`src/rtl/inc_pulse_gen.sv`:
```
// inc_pulse_gen: push-button conditioner for the counter stage.
// Sync, debounce press/release, and optional auto-repeat pulses.
module inc_pulse_gen #(
  parameter int DB_CYCLES  = 1000,
  parameter int RPT_DELAY  = 50000,
  parameter int RPT_PERIOD = 10000
) (
  input  logic clk,
  input  logic reset,
  input  logic btn_raw,
  input  logic repeat_en,
  output logic inc,
  output logic btn_level,
  output logic rpt_active
);

  localparam int MAX_AB =
    (DB_CYCLES > RPT_DELAY) ? DB_CYCLES : RPT_DELAY;
  localparam int MAXV =
    (MAX_AB > RPT_PERIOD) ? MAX_AB : RPT_PERIOD;
  localparam int CW = $clog2(MAXV);

  localparam logic [CW-1:0] DB_LAST  = CW'(DB_CYCLES - 1);
  localparam logic [CW-1:0] DLY_LAST = CW'(RPT_DELAY - 1);
  localparam logic [CW-1:0] PER_LAST = CW'(RPT_PERIOD - 1);

  typedef enum logic [2:0] {
    IDLE,
    PRESS_DB,
    HELD,
    REPEAT,
    RELEASE_DB
  } state_t;

  logic          meta;
  logic          s;
  state_t        state;
  state_t        state_n;
  logic [CW-1:0] cnt;
  logic [CW-1:0] cnt_n;
  logic          inc_n;
  logic          lvl_n;

  // two-flop synchroniser for the asynchronous button level
  always_ff @(posedge clk or posedge reset) begin
    if (reset) begin
      meta <= 1'b0;
      s    <= 1'b0;
    end else begin
      meta <= btn_raw;
      s    <= meta;
    end
  end

  // state, shared counter and registered outputs
  always_ff @(posedge clk or posedge reset) begin
    if (reset) begin
      state      <= IDLE;
      cnt        <= '0;
      inc        <= 1'b0;
      btn_level  <= 1'b0;
      rpt_active <= 1'b0;
    end else begin
      state      <= state_n;
      cnt        <= cnt_n;
      inc        <= inc_n;
      btn_level  <= lvl_n;
      rpt_active <= (state_n == REPEAT);
    end
  end

  // next-state, counter and pulse decisions; release beats a due pulse
  always_comb begin
    state_n = state;
    cnt_n   = cnt;
    inc_n   = 1'b0;
    lvl_n   = btn_level;
    case (state)
      IDLE: begin
        lvl_n = 1'b0;
        if (s) begin
          state_n = PRESS_DB;
          cnt_n   = '0;
        end
      end
      PRESS_DB: begin
        if (!s) begin
          state_n = IDLE;
        end else if (cnt == DB_LAST) begin
          state_n = HELD;
          cnt_n   = '0;
          inc_n   = 1'b1;
          lvl_n   = 1'b1;
        end else begin
          cnt_n = cnt + CW'(1);
        end
      end
      HELD: begin
        if (!s) begin
          state_n = RELEASE_DB;
          cnt_n   = '0;
        end else if (!repeat_en) begin
          cnt_n = '0;
        end else if (cnt == DLY_LAST) begin
          state_n = REPEAT;
          cnt_n   = '0;
          inc_n   = 1'b1;
        end else begin
          cnt_n = cnt + CW'(1);
        end
      end
      REPEAT: begin
        if (!s) begin
          state_n = RELEASE_DB;
          cnt_n   = '0;
        end else if (!repeat_en) begin
          state_n = HELD;
          cnt_n   = '0;
        end else if (cnt == PER_LAST) begin
          cnt_n = '0;
          inc_n = 1'b1;
        end else begin
          cnt_n = cnt + CW'(1);
        end
      end
      RELEASE_DB: begin
        if (s) begin
          state_n = HELD;
          cnt_n   = '0;
        end else if (cnt == DB_LAST) begin
          state_n = IDLE;
          lvl_n   = 1'b0;
        end else begin
          cnt_n = cnt + CW'(1);
        end
      end
      default: begin
        state_n = IDLE;
        cnt_n   = '0;
      end
    endcase
  end

endmodule

```
`config.mk`:
```
export PLATFORM = sky130hd
export DESIGN_NAME = inc_pulse_gen
export DESIGN_NICKNAME = d
export VERILOG_FILES = /design/src/rtl/inc_pulse_gen.sv
export SDC_FILE = /design/constraint.sdc
export NUM_CORES = 1
export LEC_CHECK = 0
export ABC_AREA = 1
export BUFFER_PORTS_ARGS = -buffer_cell sky130_fd_sc_hd__buf_2
export CORE_ASPECT_RATIO = 1.4
export CORE_MARGIN = 1
export CORE_UTILIZATION = 40
export DETAILED_ROUTE_END_ITERATION = 6
export GPL_TIMING_DRIVEN = 0
export PLACE_DENSITY_LB_ADDON = 0.25
export SLEW_MARGIN = 10
export SYNTH_ARGS = -nofsm -noshare
export SYNTH_HDL_FRONTEND = slang
export SYNTH_SLANG_ARGS = --single-unit
```
`constraint.sdc`:
```
create_clock -name clk -period 2.2 [get_ports clk]
set_input_delay 0.11 -clock clk [delete_from_list [all_inputs] [get_ports clk]]
set_output_delay 0.11 -clock clk [all_outputs]
set_load 0.02 [all_outputs]
```
==> impl_metrics.yaml, run 1 <==
place:
  hpwlAfterDp_mm: 2.561
  port_buffers: 6
  place.gp.congestion: 0.8356
  place_ws_ns: 0.2264
floorplan:
  start_util: 0.4234
  boundaryPins: 7
  core-area_mm2: 0.003709
  die_w_um: 54.96
  fp-row-count: 26
  dieArea_mm2: 0.004184
  die_h_um: 76.14
synthesis:
  synthTopCellsByCount: "nand2_1, nor2_1, inv_1, dfrtp_1, nand3_1"
  yosys.area.top_type: "dfrtp_1"
  avgSynthCellArea_um2: 7.010
  netlist.area_leader.share: 0.3825
  synth.most_common_cell: "nand2_1"
  syn_nets: 230
  yosys_most_used_dff: "dfrtp_1"
  synthDistinctLibCells: 28
  seq_area_frac_synth: 0.3825
  synth-seq-cells: 24
  syn_inst: 224
  synth_edf_count: 0
  yosysWarnings: 0
  syn_area_mm2: 0.001570
  async_flop_share: 1.000
  netlist_top_cells_area: "dfrtp_1, nand2_1, nor2_1"
power_and_ir_drop:
  ir_worst_vdd_mv: 0.2945
  power_density_mw_per_mm2: 534.6
  p_leak_nw: 0.7986
  power_w: 0.0009184
timing:
  worst_slew_pin_slew_ns: 0.9131
  fin_crit_ns: 1.944
  skew_ns: 0.004127
  setup_ws_ns: 0.2556
  finalSetupViolCount: 0
  timing.fmax_ghz: 0.5143
  fin_crit_sh: 0.8838
  relSlewSlack: 0.3906
  hold_viol_final: 0
  setup_tns_ns: 0
  rsz0062_at_grt: "no"
  drv_slew: 0
clocking:
  cts_buffer_depth: 2
  clk_pin_slew_ns: 0.08
  cts-resized-gates: 0
  cts_root_buf: "clkbuf_8"
  worstSkewPairLatency_ns: 0.27
  clock-sinks: 24
  cts_made_buffers: 3
  post_cts_buffers: 0
  cts_tree: "built"
  htree_num_levels: 1
grt:
  grt_max_degree: 25
  grt_pass1_vias: 1324
  track_usage: 0.1861
  grt_pass1_wl_mm: 5.782
  antenna_found_initial: 0
  overflow: 0
worst_setup_path:
  crit_chain: "ha_1, nand2_1, inv_1, nand2_1, nor2_2, nand2_4, nand2_4, a21oi_4, nand3_2, inv_2, nor2_1"
  critical_path.max_fanout: 8
  startpoint_type: "register"
  r2r_start: "cnt[0]"
  cp.required_ns: 2.35
  crit_type: "reg2reg"
  endpoint_kind: "register"
  reg2reg_depth: 11
  slowest_stage: "dfrtp_1"
  slowest_delay_ns: 0.43
  cp.arrival_ns: 2.10
  cp-startpoint: "cnt[0]"
drt:
  drt-pass1-iter-count: 4
  via_count: 1433
  wirelength_mm: 3.397
  detail_route.wl_per_cell_um: 12.26
  drtIter0Drc: 64
  routed_via_density: 5.173
  drtAntennaViolNets: 0
  drc: 0
status:
  status: "finished, final reports clean"
flow_run:
  cap_violations: 0
cells_and_area:
  nets: 242
  area_delta_synth_final_pct: 9.403
  diodes: 0
  drive_gt1_frac: 0.1574
  fillCellCount: 391
min_path:
  hp-class: "in2async"
worst max-delay path, delay by kind of cell (launching register included):
kind                     cells  cell delay (ns)
AO/OA/AOI/OAI                1             0.25
flip-flops                   1             0.43
AND/OR/NAND/NOR              7             0.68
buffers and inverters        2             0.26
adder cells (fa/ha/maj)      1             0.21
metrics by stage:
stage | hold slack (ns) | util | cells | cell area (µm²)
5_1_grt | 0.1308 | 0.4632 | 277 | 1718
3_5_place_dp | 0.2198 | 0.4457 | 272 | 1653
4_1_cts | 0.07749 | 0.4632 | 277 | 1718
3_3_place_gp | 0.2188 | 0.4457 | 272 | 1653
6_report | 0.03239 | 0.4632 | 277 | 1718
2_1_floorplan | 0.1246 | - | 224 | 1570
logic make-up after synthesis:
| group | synth area share |
|---|---|
| adders and majority gates | 0.01593 |
| DFF | 0.3825 |
| and+or+nand+nor | 0.3992 |
| muxes | 0.006375 |
| AOI/OAI and AO/OA | 0.1044 |
| buffers and inverters | 0.09163 |
cells in the final DEF (no fill, tap or decap), types with 3 or more instances in the layout:
cell type,netlist,routed
nand2_1,53,53
nor2_1,39,39
inv_1,27,27
dfrtp_1,24,24
nand3_1,20,20
o21ai_0,9,9
inv_2,7,7
buf_2,1,7
nand4_1,6,6
nor3_1,5,5
nand2_4,4,4
clkbuf_8,0,4
nor2_2,3,3
nand2_2,3,3
nand3_2,3,3
o21bai_1,3,3
o22ai_1,3,3
per-layer routing:
layer / global-route usage / wire (µm) / vias to the layer above
li1: - / - / 737
met1: 0.2118 / 1446 / 664
met2: 0.3253 / 1781 / 24
met3: 0.03194 / 109 / 8
met4: 0.07000 / 60 / 0
met5: 0 / 0 / -
what timing repair did:
action,in CTS,in global routing
endpoints found under the hold margin,1,0
hold buffers,1,0
endpoints found under the setup margin,0,0
state kept, by name, indices dropped and copies added (netlist names):
signal / cells
btn_level: 1
inc: 1
s: 1
state: 3
cnt: 16
rpt_active: 1
meta: 1
power by group:
part / internal, W / switching (W)
Clock: 0.000160 / 0.000140
Combinational: 0.0000460 / 0.0000957
Sequential: 0.000459 / 0.0000178
layout make-up:
type | count | area, µm² | area share
Inverter | 34 | 127.6 | 0.07429
Clock buffer | 4 | 55.05 | 0.03205
Buffer | 2 | 16.27 | 0.009468
Timing Repair Buffer | 7 | 40.04 | 0.02331
Sequential cell | 24 | 600.6 | 0.3496
Multi-Input combinational cell | 164 | 825.8 | 0.4807
Tap cell | 42 | 52.55 | 0.03059
worst paths after layout:
path | to | slack [ns]
worst max-delay path | cnt[5] | 0.26
worst min-delay path | inc | 0.03
worst max register to register | cnt[5] | 0.26
worst min register to register | s | 0.36
max in group asynchronous | cnt[7] | 1.61
min in group clk | inc | 0.23
Power figures use the tool's default switching activity.
==> inputs of run 2 (changes only) <==
--- a/config.mk
+++ b/config.mk
@@ -13,6 +13,7 @@
 export DETAILED_ROUTE_END_ITERATION = 6
 export GPL_TIMING_DRIVEN = 0
 export PLACE_DENSITY_LB_ADDON = 0.25
+export SETUP_SLACK_MARGIN = 0.4
 export SLEW_MARGIN = 10
 export SYNTH_ARGS = -nofsm -noshare
 export SYNTH_HDL_FRONTEND = slang
==> impl_metrics.yaml, run 2 (synthesis gave the netlist of run 1 again) <==
grt:
  grt_max_degree: 25
  met1_usage: 0.2130
  grt_pass1_vias: 1362
  use_met2: 0.3373
  overflow: 0
  busiest_layer: "met2"
  track_usage: 0.1896
  grt_pass1_wl_mm: 5.892
  use_met3: 0.02794
  antenna_found_initial: 0
worst_setup_path:
  slowest_stage: "dfrtp_1"
  slowest_delay_ns: 0.42
  startpoint_type: "register"
  cp_top_family: "simple AND/OR/NAND/NOR gates"
  worst_r2r_endpoint: "cnt[6]"
  r2r_start: "cnt[0]"
  cp.required_ns: 2.37
  reg2reg_depth: 11
  crit_chain: "ha_2, nand2_2, inv_2, nand2_2, nor2_4, nand2_4, nand2_4, a21oi_4, nand3_4, clkinv_8, nor2_2"
  reg2reg_slack_ns: 0.43
  cp_num_buf_inv: 2
  cp-startpoint: "cnt[0]"
  critical_path.max_fanout: 8
  crit_type: "reg2reg"
  endpoint_kind: "register"
  cp-endpoint: "cnt[6]"
  cp.arrival_ns: 1.93
  path_depth: 11
drt:
  via_count: 1476
  routed_via_density: 5.234
  wirelength_mm: 3.507
  drc: 0
  drt-pass1-iter-count: 4
  drtAntennaViolNets: 0
  drtIter0Drc: 64
  detail_route.wl_per_cell_um: 12.44
power_and_ir_drop:
  p_leak_nw: 0.8256
  ir_worst_vdd_mv: 0.3006
  power_density_mw_per_mm2: 519.8
  power_w: 0.0009646
timing:
  setup_tns_ns: 0
  drv_slew: 0
  hold_viol_final: 0
  fin_crit_ns: 1.768
  skew_ns: 0.002412
  worst_slew_pin_slew_ns: 0.9180
  fin_crit_sh: 0.8035
  relSlewSlack: 0.3873
  rsz0062_at_grt: "yes"
  timing.fmax_ghz: 0.5657
  finalSetupViolCount: 0
clocking:
  htree_num_levels: 1
  clk_pin_slew_ns: 0.08
  cts_root_buf: "clkbuf_8"
  cts_buffer_depth: 2
  clock-sinks: 24
  cts_made_buffers: 3
  worstSkewPairLatency_ns: 0.27
  cts_tree: "built"
cells_and_area:
  diodes: 0
  regMostFlops: "cnt"
  multiInputGateArea_um2: 909.6
  largest_register_ffs: 16
  final_cell_mix: "nand2_1, nor2_1, inv_1, dfrtp_1, nand3_1"
  final_common_cell: "nand2_1"
  fillCellCount: 372
  drive_gt1_frac: 0.2542
  nets: 247
  register_area_um2: 600.6
  top_regs: "cnt (16), state (3)"
  area_delta_synth_final_pct: 18.17
floorplan:
  boundaryPins: 7
  fp-row-count: 26
  core-area_mm2: 0.003709
  dieArea_mm2: 0.004184
  die_w_um: 54.96
  die_h_um: 76.14
  start_util: 0.4234
flow_run:
  cap_violations: 0
place:
  port_buffers: 6
  place.gp.congestion: 0.8356
  hpwlAfterDp_mm: 2.561
status:
  status: "finished, final reports clean"
min_path:
  hp-class: "in2async"
run 2: cell count changes in the layout (fill, tap and decap cells not counted), sizes merged:
cell    previous run  this run
buf                8        13
clkinv             0         1
inv               34        33
run 2: worst min-delay path by stage:
stage	start	to	slack, ns	depth (start not counted)
6_report	reset	s	0.03	2
2_1_floorplan	reset	btn_level	0.12	1
5_1_grt	reset	inc	0.13	2
3_3_place_gp	btn_raw	meta	0.22	1
4_1_cts	reset	state[1]	0.08	2
3_5_place_dp	btn_raw	meta	0.22	1
run 2: worst register-to-register path, cell delays in order, from the launching register on:
cell,delay (ns)
dfrtp_1,0.42
ha_2,0.20
nand2_2,0.08
inv_2,0.04
nand2_2,0.07
nor2_4,0.04
nand2_4,0.08
nand2_4,0.07
a21oi_4,0.26
nand3_4,0.22
clkinv_8,0.15
nor2_2,0.05
run 2: stage by stage:
step / worst slack, ns / cells / cell area [µm²] / hold WS, ns / utilization
after global routing: 0.3228 / 282 / 1856 / 0.1340 / 0.5003
final: 0.4324 / 282 / 1856 / 0.03127 / 0.5003
after detailed placement: 0.2264 / 272 / 1653 / 0.2198 / 0.4457
after floorplan: 0.5887 / 224 / 1570 / 0.1246 / -
after global placement: 0.2155 / 272 / 1653 / 0.2188 / 0.4457
after CTS: 0.4001 / 281 / 1774 / 0.07749 / 0.4784
run 2: routing by layer:
metal / part of all wire / wire, µm
met5: 0 / 0
met4: 0.033 / 114
met3: 0.028 / 98
met2: 0.53 / 1856
met1: 0.41 / 1438
run 2: area by class of cell:
cell class                 count  share of cell area
inverter                      34             0.07552
tap                           42             0.02832
buffer                         2            0.008766
multi-input combinational    164              0.4902
timing repair buffer          12             0.04383
clock buffer                   4             0.02967
sequential                    24              0.3237
run 2: timing repair:
| action | CTS | global route |
|---|---|---|
| pin swaps | 4 | 7 |
| cloned | 1 | 0 |
| resized for setup | 8 | 24 |
| setup buffers | 3 | 1 |
| hold endpoints to repair | 1 | 0 |
| hold buffers | 1 | 0 |
| endpoints found under the setup margin | 14 | 19 |
run 2: where the power goes:
group	leakage, nW	switching, W	internal (W)	total (W)
Clock	0.0288	0.000144	0.000160	0.000304
Sequential	0.326	0.0000182	0.000459	0.000477
Combinational	0.471	0.000117	0.0000667	0.000183
